`config.mk`:
```
export PLATFORM = sky130hd
export DESIGN_NAME = pipeline_hazard_ctrl_flat
export DESIGN_NICKNAME = d
export VERILOG_FILES = /design/src/rtl/pipeline_hazard_ctrl_if.sv /design/src/rtl/pipeline_hazard_ctrl.sv /design/src/flat_wrapper.sv
export SDC_FILE = /design/constraint.sdc
export NUM_CORES = 1
export LEC_CHECK = 0
export BUFFER_PORTS_ARGS = -buffer_cell sky130_fd_sc_hd__buf_2
export CAP_MARGIN = 5
export CORE_ASPECT_RATIO = 1.25
export CORE_UTILIZATION = 25
export CTS_BUF_LIST = sky130_fd_sc_hd__clkbuf_8
export DETAILED_ROUTE_END_ITERATION = 8
export HOLD_SLACK_MARGIN = 0.05
export PLACE_DENSITY = 0.61
export SLEW_MARGIN = 40
export SYNTH_ARGS = -nofsm -noshare
export SYNTH_HDL_FRONTEND = slang
export SYNTH_SLANG_ARGS = --single-unit
```
`constraint.sdc`:
```
create_clock -name clk -period 1.7 [get_ports clk]
set_input_delay 0.255 -clock clk [delete_from_list [all_inputs] [get_ports clk]]
set_output_delay 0.255 -clock clk [all_outputs]
set_load 0.02 [all_outputs]
```
`src/rtl/pipeline_hazard_ctrl_if.sv`:
```
// Hazard-control bundle between the pipeline datapath (master) and the hazard controller (slave).
// The datapath reports ID/EX hazard sources; the controller returns pipeline-register write/flush gates.
interface pipeline_hazard_ctrl_if;
    logic [4:0] id_rs;
    logic [4:0] id_rt;
    logic       id_uses_rs;
    logic       id_uses_rt;
    logic       ex_memread;
    logic [4:0] ex_rt;
    logic       ex_md;
    logic       ex_branch_taken;
    logic       pc_write;
    logic       if_id_write;
    logic       if_id_flush;
    logic       id_ex_write;
    logic       id_ex_flush;
    logic       ex_mem_flush;
    logic       md_start;
    logic       md_done;

    modport master (
        output id_rs, id_rt, id_uses_rs, id_uses_rt, ex_memread, ex_rt, ex_md, ex_branch_taken,
        input  pc_write, if_id_write, if_id_flush, id_ex_write, id_ex_flush, ex_mem_flush,
               md_start, md_done
    );

    modport slave (
        input  id_rs, id_rt, id_uses_rs, id_uses_rt, ex_memread, ex_rt, ex_md, ex_branch_taken,
        output pc_write, if_id_write, if_id_flush, id_ex_write, id_ex_flush, ex_mem_flush,
               md_start, md_done
    );
endinterface

```
`src/rtl/pipeline_hazard_ctrl.sv`:
```
// 5-stage MIPS hazard controller: load-use stall, taken-branch squash, fixed-latency mult/div hold in EX.
// Optional HAZARD_PERF_EN adds saturating stall_cycles / squash_events counters.
module pipeline_hazard_ctrl #(
    parameter int MD_CYCLES = 4,
    parameter int CNT_W     = 4
) (
    input  logic                 clk,
    input  logic                 rst,
    pipeline_hazard_ctrl_if.slave hz
`ifdef HAZARD_PERF_EN
    ,
    output logic [31:0]          stall_cycles,
    output logic [31:0]          squash_events
`endif
);
    typedef enum logic {RUN, MD_BUSY} state_t;

    localparam logic [CNT_W-1:0] MD_LOAD = CNT_W'(MD_CYCLES - 2);

    state_t           state, state_nxt;
    logic [CNT_W-1:0] cnt, cnt_nxt;
    logic             load_use;
    logic             pc_write, if_id_write, if_id_flush;
    logic             id_ex_write, id_ex_flush, ex_mem_flush;
    logic             md_start, md_done;

    // $0 is hardwired zero, so a load targeting it never produces a real dependency
    assign load_use = hz.ex_memread && (hz.ex_rt != 5'd0) &&
                      ((hz.id_uses_rs && (hz.id_rs == hz.ex_rt)) ||
                       (hz.id_uses_rt && (hz.id_rt == hz.ex_rt)));

    always_ff @(posedge clk) begin
        if (rst) begin
            state <= RUN;
            cnt   <= '0;
        end else begin
            state <= state_nxt;
            cnt   <= cnt_nxt;
        end
    end

    always_comb begin
        state_nxt    = state;
        cnt_nxt      = cnt;
        pc_write     = 1'b1;
        if_id_write  = 1'b1;
        if_id_flush  = 1'b0;
        id_ex_write  = 1'b1;
        id_ex_flush  = 1'b0;
        ex_mem_flush = 1'b0;
        md_start     = 1'b0;
        md_done      = 1'b0;
        if (rst) begin
            pc_write     = 1'b0;
            if_id_write  = 1'b0;
            id_ex_write  = 1'b0;
            if_id_flush  = 1'b1;
            id_ex_flush  = 1'b1;
            ex_mem_flush = 1'b1;
        end else begin
            case (state)
                RUN: begin
                    if (hz.ex_branch_taken) begin
                        if_id_flush = 1'b1;
                        id_ex_flush = 1'b1;
                    end else if (hz.ex_md) begin
                        md_start     = 1'b1;
                        pc_write     = 1'b0;
                        if_id_write  = 1'b0;
                        id_ex_write  = 1'b0;
                        ex_mem_flush = 1'b1;
                        state_nxt    = MD_BUSY;
                        cnt_nxt      = MD_LOAD;
                    end else if (load_use) begin
                        pc_write    = 1'b0;
                        if_id_write = 1'b0;
                        id_ex_flush = 1'b1;
                    end
                end
                MD_BUSY: begin
                    // branch/load-use inputs are ignored: EX holds the mult/div and ID is frozen
                    if (cnt != '0) begin
                        pc_write     = 1'b0;
                        if_id_write  = 1'b0;
                        id_ex_write  = 1'b0;
                        ex_mem_flush = 1'b1;
                        cnt_nxt      = cnt - 1'b1;
                    end else begin
                        md_done   = 1'b1;
                        state_nxt = RUN;
                    end
                end
                default: state_nxt = RUN;
            endcase
        end
    end

    assign hz.pc_write     = pc_write;
    assign hz.if_id_write  = if_id_write;
    assign hz.if_id_flush  = if_id_flush;
    assign hz.id_ex_write  = id_ex_write;
    assign hz.id_ex_flush  = id_ex_flush;
    assign hz.ex_mem_flush = ex_mem_flush;
    assign hz.md_start     = md_start;
    assign hz.md_done      = md_done;

`ifdef HAZARD_PERF_EN
    always_ff @(posedge clk) begin
        if (rst) begin
            stall_cycles  <= '0;
            squash_events <= '0;
        end else begin
            if (!pc_write && (stall_cycles != 32'hFFFF_FFFF))
                stall_cycles <= stall_cycles + 32'd1;
            if ((state == RUN) && hz.ex_branch_taken && (squash_events != 32'hFFFF_FFFF))
                squash_events <= squash_events + 32'd1;
        end
    end
`endif
endmodule

```
`src/flat_wrapper.sv`:
```
// flat-port wrapper written by rule: the top's interface ports become plain ports
module pipeline_hazard_ctrl_flat 
#(
    parameter int MD_CYCLES = 4,
    parameter int CNT_W     = 4
)
  (clk, rst, hz_id_rs, hz_id_rt, hz_id_uses_rs, hz_id_uses_rt, hz_ex_memread, hz_ex_rt, hz_ex_md, hz_ex_branch_taken, hz_pc_write, hz_if_id_write, hz_if_id_flush, hz_id_ex_write, hz_id_ex_flush, hz_ex_mem_flush, hz_md_start, hz_md_done);
  pipeline_hazard_ctrl_if hz_i ();
  input  logic clk;
  input  logic rst;
  input wire logic [$bits(hz_i.id_rs)-1:0] hz_id_rs;
  input wire logic [$bits(hz_i.id_rt)-1:0] hz_id_rt;
  input wire logic [$bits(hz_i.id_uses_rs)-1:0] hz_id_uses_rs;
  input wire logic [$bits(hz_i.id_uses_rt)-1:0] hz_id_uses_rt;
  input wire logic [$bits(hz_i.ex_memread)-1:0] hz_ex_memread;
  input wire logic [$bits(hz_i.ex_rt)-1:0] hz_ex_rt;
  input wire logic [$bits(hz_i.ex_md)-1:0] hz_ex_md;
  input wire logic [$bits(hz_i.ex_branch_taken)-1:0] hz_ex_branch_taken;
  output wire logic [$bits(hz_i.pc_write)-1:0] hz_pc_write;
  output wire logic [$bits(hz_i.if_id_write)-1:0] hz_if_id_write;
  output wire logic [$bits(hz_i.if_id_flush)-1:0] hz_if_id_flush;
  output wire logic [$bits(hz_i.id_ex_write)-1:0] hz_id_ex_write;
  output wire logic [$bits(hz_i.id_ex_flush)-1:0] hz_id_ex_flush;
  output wire logic [$bits(hz_i.ex_mem_flush)-1:0] hz_ex_mem_flush;
  output wire logic [$bits(hz_i.md_start)-1:0] hz_md_start;
  output wire logic [$bits(hz_i.md_done)-1:0] hz_md_done;
  assign hz_i.id_rs = hz_id_rs;
  assign hz_i.id_rt = hz_id_rt;
  assign hz_i.id_uses_rs = hz_id_uses_rs;
  assign hz_i.id_uses_rt = hz_id_uses_rt;
  assign hz_i.ex_memread = hz_ex_memread;
  assign hz_i.ex_rt = hz_ex_rt;
  assign hz_i.ex_md = hz_ex_md;
  assign hz_i.ex_branch_taken = hz_ex_branch_taken;
  assign hz_pc_write = hz_i.pc_write;
  assign hz_if_id_write = hz_i.if_id_write;
  assign hz_if_id_flush = hz_i.if_id_flush;
  assign hz_id_ex_write = hz_i.id_ex_write;
  assign hz_id_ex_flush = hz_i.id_ex_flush;
  assign hz_ex_mem_flush = hz_i.ex_mem_flush;
  assign hz_md_start = hz_i.md_start;
  assign hz_md_done = hz_i.md_done;
  pipeline_hazard_ctrl #(.MD_CYCLES(MD_CYCLES), .CNT_W(CNT_W)) u_core (.clk(clk), .rst(rst), .hz(hz_i));
endmodule
```
### Yosys cells after proc, flatten, opt, wreduce, memory -nomap -nowiden

Cells that the tools add are included.

* register bits: 5
* word-level logic and storage cells: 48

* add/subtract/negate cells: 1
* equal/unequal tests: 5
* mux-type cells: 31
* bitwise operators: 1
* reduce and logical (&&, ||, !) cells: 8

Operators with widths (number)
* $mux 1: 24
* $mux 4: 3
* $eq 5x5->1: 2
* $pmux 4 s2: 1
* $ne 2x2->1 const B: 3
* $pmux 1 s2: 3
* $reduce_bool 5->1: 1
* $logic_and 1x1->1: 4
* $reduce_bool 4->1: 1
* $sub 4x1->4 const B: 1
* $reduce_and 3->1: 1
* $logic_or 1x1->1: 1
* $not 1->1: 1

### Logic depth before layout (Yosys ltp)

* depth in word-level cells: 9
* mapped depth: 7
* depth with buffers taken out: 7

### Least setup slack after synthesis

OpenSTA, ideal clock, no wires.

* path type: flip-flop to output port
* from: register u_core.cnt[0]
* to: output port hz_pc_write
* arrival time: 1.763 ns
* slack: -0.318 ns
* cell stages (with the launch flop): 8
* buffers on the path: 1
* path through: dfxtp_1 > inv_1 > ha_1 > or3b_1 > nand2_1 > and2_1 > o41a_1 > buf_4

* longest elaborated chain between the ends: 4

RTL lines
* start: declaration: line pipeline_hazard_ctrl.sv:21 `logic [CNT_W-1:0] cnt, cnt_nxt;`
* start signal: assignment: line pipeline_hazard_ctrl.sv:38 `cnt <= cnt_nxt;`
* $reduce_bool 4->1: line pipeline_hazard_ctrl.sv:82 `if (cnt != '0) begin`
* $mux 1
* $pmux 1 s2
* $mux 1
* end: declaration: line flat_wrapper.sv:19 `output wire logic [$bits(hz_i.pc_write)-1:0] hz_pc_write;`

Every way passes these cells.

### Worst setup path after layout

* from: register u_core.cnt[1]
* to: output port hz_if_id_write

* longest elaborated chain between the ends: 4

RTL lines
* $reduce_bool 4->1: line pipeline_hazard_ctrl.sv:82
* $mux 1: line pipeline_hazard_ctrl.sv:82
* $pmux 1 s2: line pipeline_hazard_ctrl.sv:61 `case (state)`
* $mux 1: line pipeline_hazard_ctrl.sv:53 `if (rst) begin`
* end: declaration: line flat_wrapper.sv:20 `output wire logic [$bits(hz_i.if_id_write)-1:0] hz_if_id_write;`

Every way passes these cells.

==> results.yml <==
outcome:
  status: "finished with violations"
  violations: "negative setup slack"
synth:
  synth_top_area_cell: "dfxtp_1"
  synth_cells: 54
  syn_avg_cell_area_sq_um: 7.92
  synth_cell_types: 24
  yosysWarnings: 0
  synth_fp_nets: 77
  yosys-top-cells-area: "dfxtp_1 23%, xor2_1 16%, inv_1 5.3%"
  synth-seq-cells: 5
  syn_area_sq_um: 428
  yosysSeqAreaShare_pct: 23.4
  synth_top_area_share_pct: 23.4
flow_run:
  max-cap-violations: 0
final_layout:
  nNetsFinal: 118
  final_cell_count_no_fill: 112
  drive_above_1_share_pct: 57.4
  nFillCells: 163
  multi_input_area_sq_um: 343
  final_cell_mix: "23 x buf_2, 8 x xor2_1, 8 x buf_4, 6 x buf_6"
  seqCellArea_sq_um: 103
  layout_commonest_cell: "buf_2"
  antenna_cells: 0
  area_growth_pct: 81.9
setup_path:
  cp-end-kind: "primary output"
  crit_path_start: "u_core.cnt[1]"
  reg2reg_depth: 7
  r2r_setup_slack_ps: 60
  slowest_delay_ps: 370
  reg2reg_from: "u_core.cnt[1]"
  critPathSlowestCell: "or3b_4"
  worstPathCellList: "inv_2, ha_4, or3b_4, nand2_1, and2_4, o41a_1, buf_6"
  worst_ep_arrival_time_ps: 1640
  cp.required_ps: 1440
  critPathKind: "flip-flop to primary output"
  endpoint: "hz_if_id_write"
  reg2reg_to: "u_core.cnt[1]"
  crit_fanout: 3
  startpoint_type: "flip-flop"
placement:
  place_inst: 102
  port_buffers: 29
  gp_routability_congestion: 0.655
  dp.final_hpwl_microns: 917
timing:
  fmax_mhz: 527
  period_share_pct: 112
  fin_skew_ps: 1.18
  tns_ps: -707
  hold_violations: 0
  hold_ws_ps: 329
  layout_min_cycle_time_ps: 1900
  finalSetupViolCount: 6
  drv_slew: 0
  rsz0062_at_grt: "yes"
  setup_slack_ps: -198
  max_slew_margin_pct: 80.0
  worstMarginPinSlew_ps: 300
global_routing:
  track_usage_pct: 16.0
  grt_pass1_vias: 510
  antenna_found_initial: 0
  grt_pass1_wl_microns: 1900
  grt_max_degree: 8
  overflow: 0
detailed_routing:
  wl_per_cell_microns: 11.1
  via_per_inst: 4.91
  wl_microns: 1250
  ant_nets: 0
  drc: 0
  drt_iter0_markers: 2
  vias: 550
  dr.pass1.iters: 3
floorplan:
  die_area_sq_um: 1880
  start_util_pct: 27.1
  core_area_sq_um: 1580
  fp-row-count: 16
  die_height_microns: 48.3
  io-pin-count: 30
  fp.dieW_microns: 39.0
worst_hold_path:
  hold_path.class: "input port to flip-flop"
pwr:
  vdd_ir_drop_max_mv: 0.332
  power_uw: 556
  leakagePower_nw: 0.359
  power.density_nw_per_um2: 715
clocking:
  ctsHtreeMaxLevel: 1
  clock-sinks: 5
  insertion_delay_ps: 220
  cts_tree: "yes"
  clk_pin_slew_ps: 40
  clk_path_buf_depth: 2
  cts-root-buf: "clkbuf_8"
  cts_made_buffers: 3
[logic make-up after synthesis]
family	synth area share [%]
AOI/OAI and AO/OA	21.1
xor gates and xnor gates	20.5
adders and majority gates	2.92
buffers and inverters	7.02
DFF	23.4
and+or+nand+nor	25.1
[per-stage QoR]
stage          setup WS (ps)  utilization, %  cell area [sq um]
3_3_place_gp           -71.5            39.2                621
6_report                -198            49.2                778
5_1_grt                 -264            49.2                778
3_5_place_dp            -104            39.2                621
2_1_floorplan           -149               -                449
4_1_cts                 -191            47.5                752
[where the power goes]
group	internal (mW)	switching (mW)
registers	0.128	0.00818
clock network	0.155	0.0637
logic	0.105	0.0962
total	0.388	0.168
[sequential cells by signal (all words and copies together), names as in the netlist]
| name | flops |
|---|---|
| u_core.cnt | 4 |
| u_core.state | 1 |
[what timing repair did]
item                                    4_1_cts  5_1_grt
gates cloned                                  0        0
hold buffers                                  0        0
endpoints found under the setup margin        6        7
resized for setup                            13        4
pin swaps                                     3        1
buffers inserted                              5        1
[cells in the mapped netlist]
cell type and n:
nor3_1 1, a22o_1 1, nand2b_1 1, or3_1 3, ha_1 1, dfxtp_1 5, xor2_1 8, o41ai_1 1
nor4_2 1, o41a_1 1, a22oi_2 1, a21oi_1 4, nor2_1 3, and2_0 1, buf_4 1, nand2_1 3
a32oi_1 1, or3b_1 1, o21ai_1 4, nor4_1 1, or4_1 2, inv_1 6, xnor2_1 2, and2_1 1
[layer usage]
metal / routed length [microns] / part of all wire, % / vias up / GRT usage, %
li1: - / - / 270 / -
met1: 427 / 34 / 248 / 12.7
met2: 680 / 55 / 28 / 30.7
met3: 91 / 7.3 / 4 / 3.20
met4: 46 / 3.7 / 0 / 16.6
met5: 0 / 0 / - / 0
[worst max-delay path, delay by kind of cell (launching register included)]
kind            cells  cell delay (ps)
simple gates        3              570
fa+ha+maj           1              130
compound gates      1              200
buf+inv             2              200
flops               1              310
[layout make-up]
| type | count | share of cell area, % |
|---|---|---|
| timing repair buffer | 37 | 31.2 |
| inverter | 6 | 2.89 |
| sequential | 5 | 13.2 |
| tap | 18 | 2.89 |
| clock buffer | 3 | 5.31 |
| clock inverter | 1 | 0.482 |
| multi-input combinational | 42 | 44.1 |
[worst min-delay path by stage]
stage / from / to / slack (ps) / depth (start not counted)
after floorplan: rst / u_core.state / 340 / 1
after global placement: u_core.cnt[0] / u_core.cnt[0] / 460 / 2
after detailed placement: u_core.cnt[0] / u_core.cnt[0] / 470 / 2
after CTS: rst / u_core.state / 320 / 2
after global routing: rst / u_core.state / 350 / 2
final: rst / u_core.state / 330 / 2
Note: power is estimated with default switching activity, not from simulation.
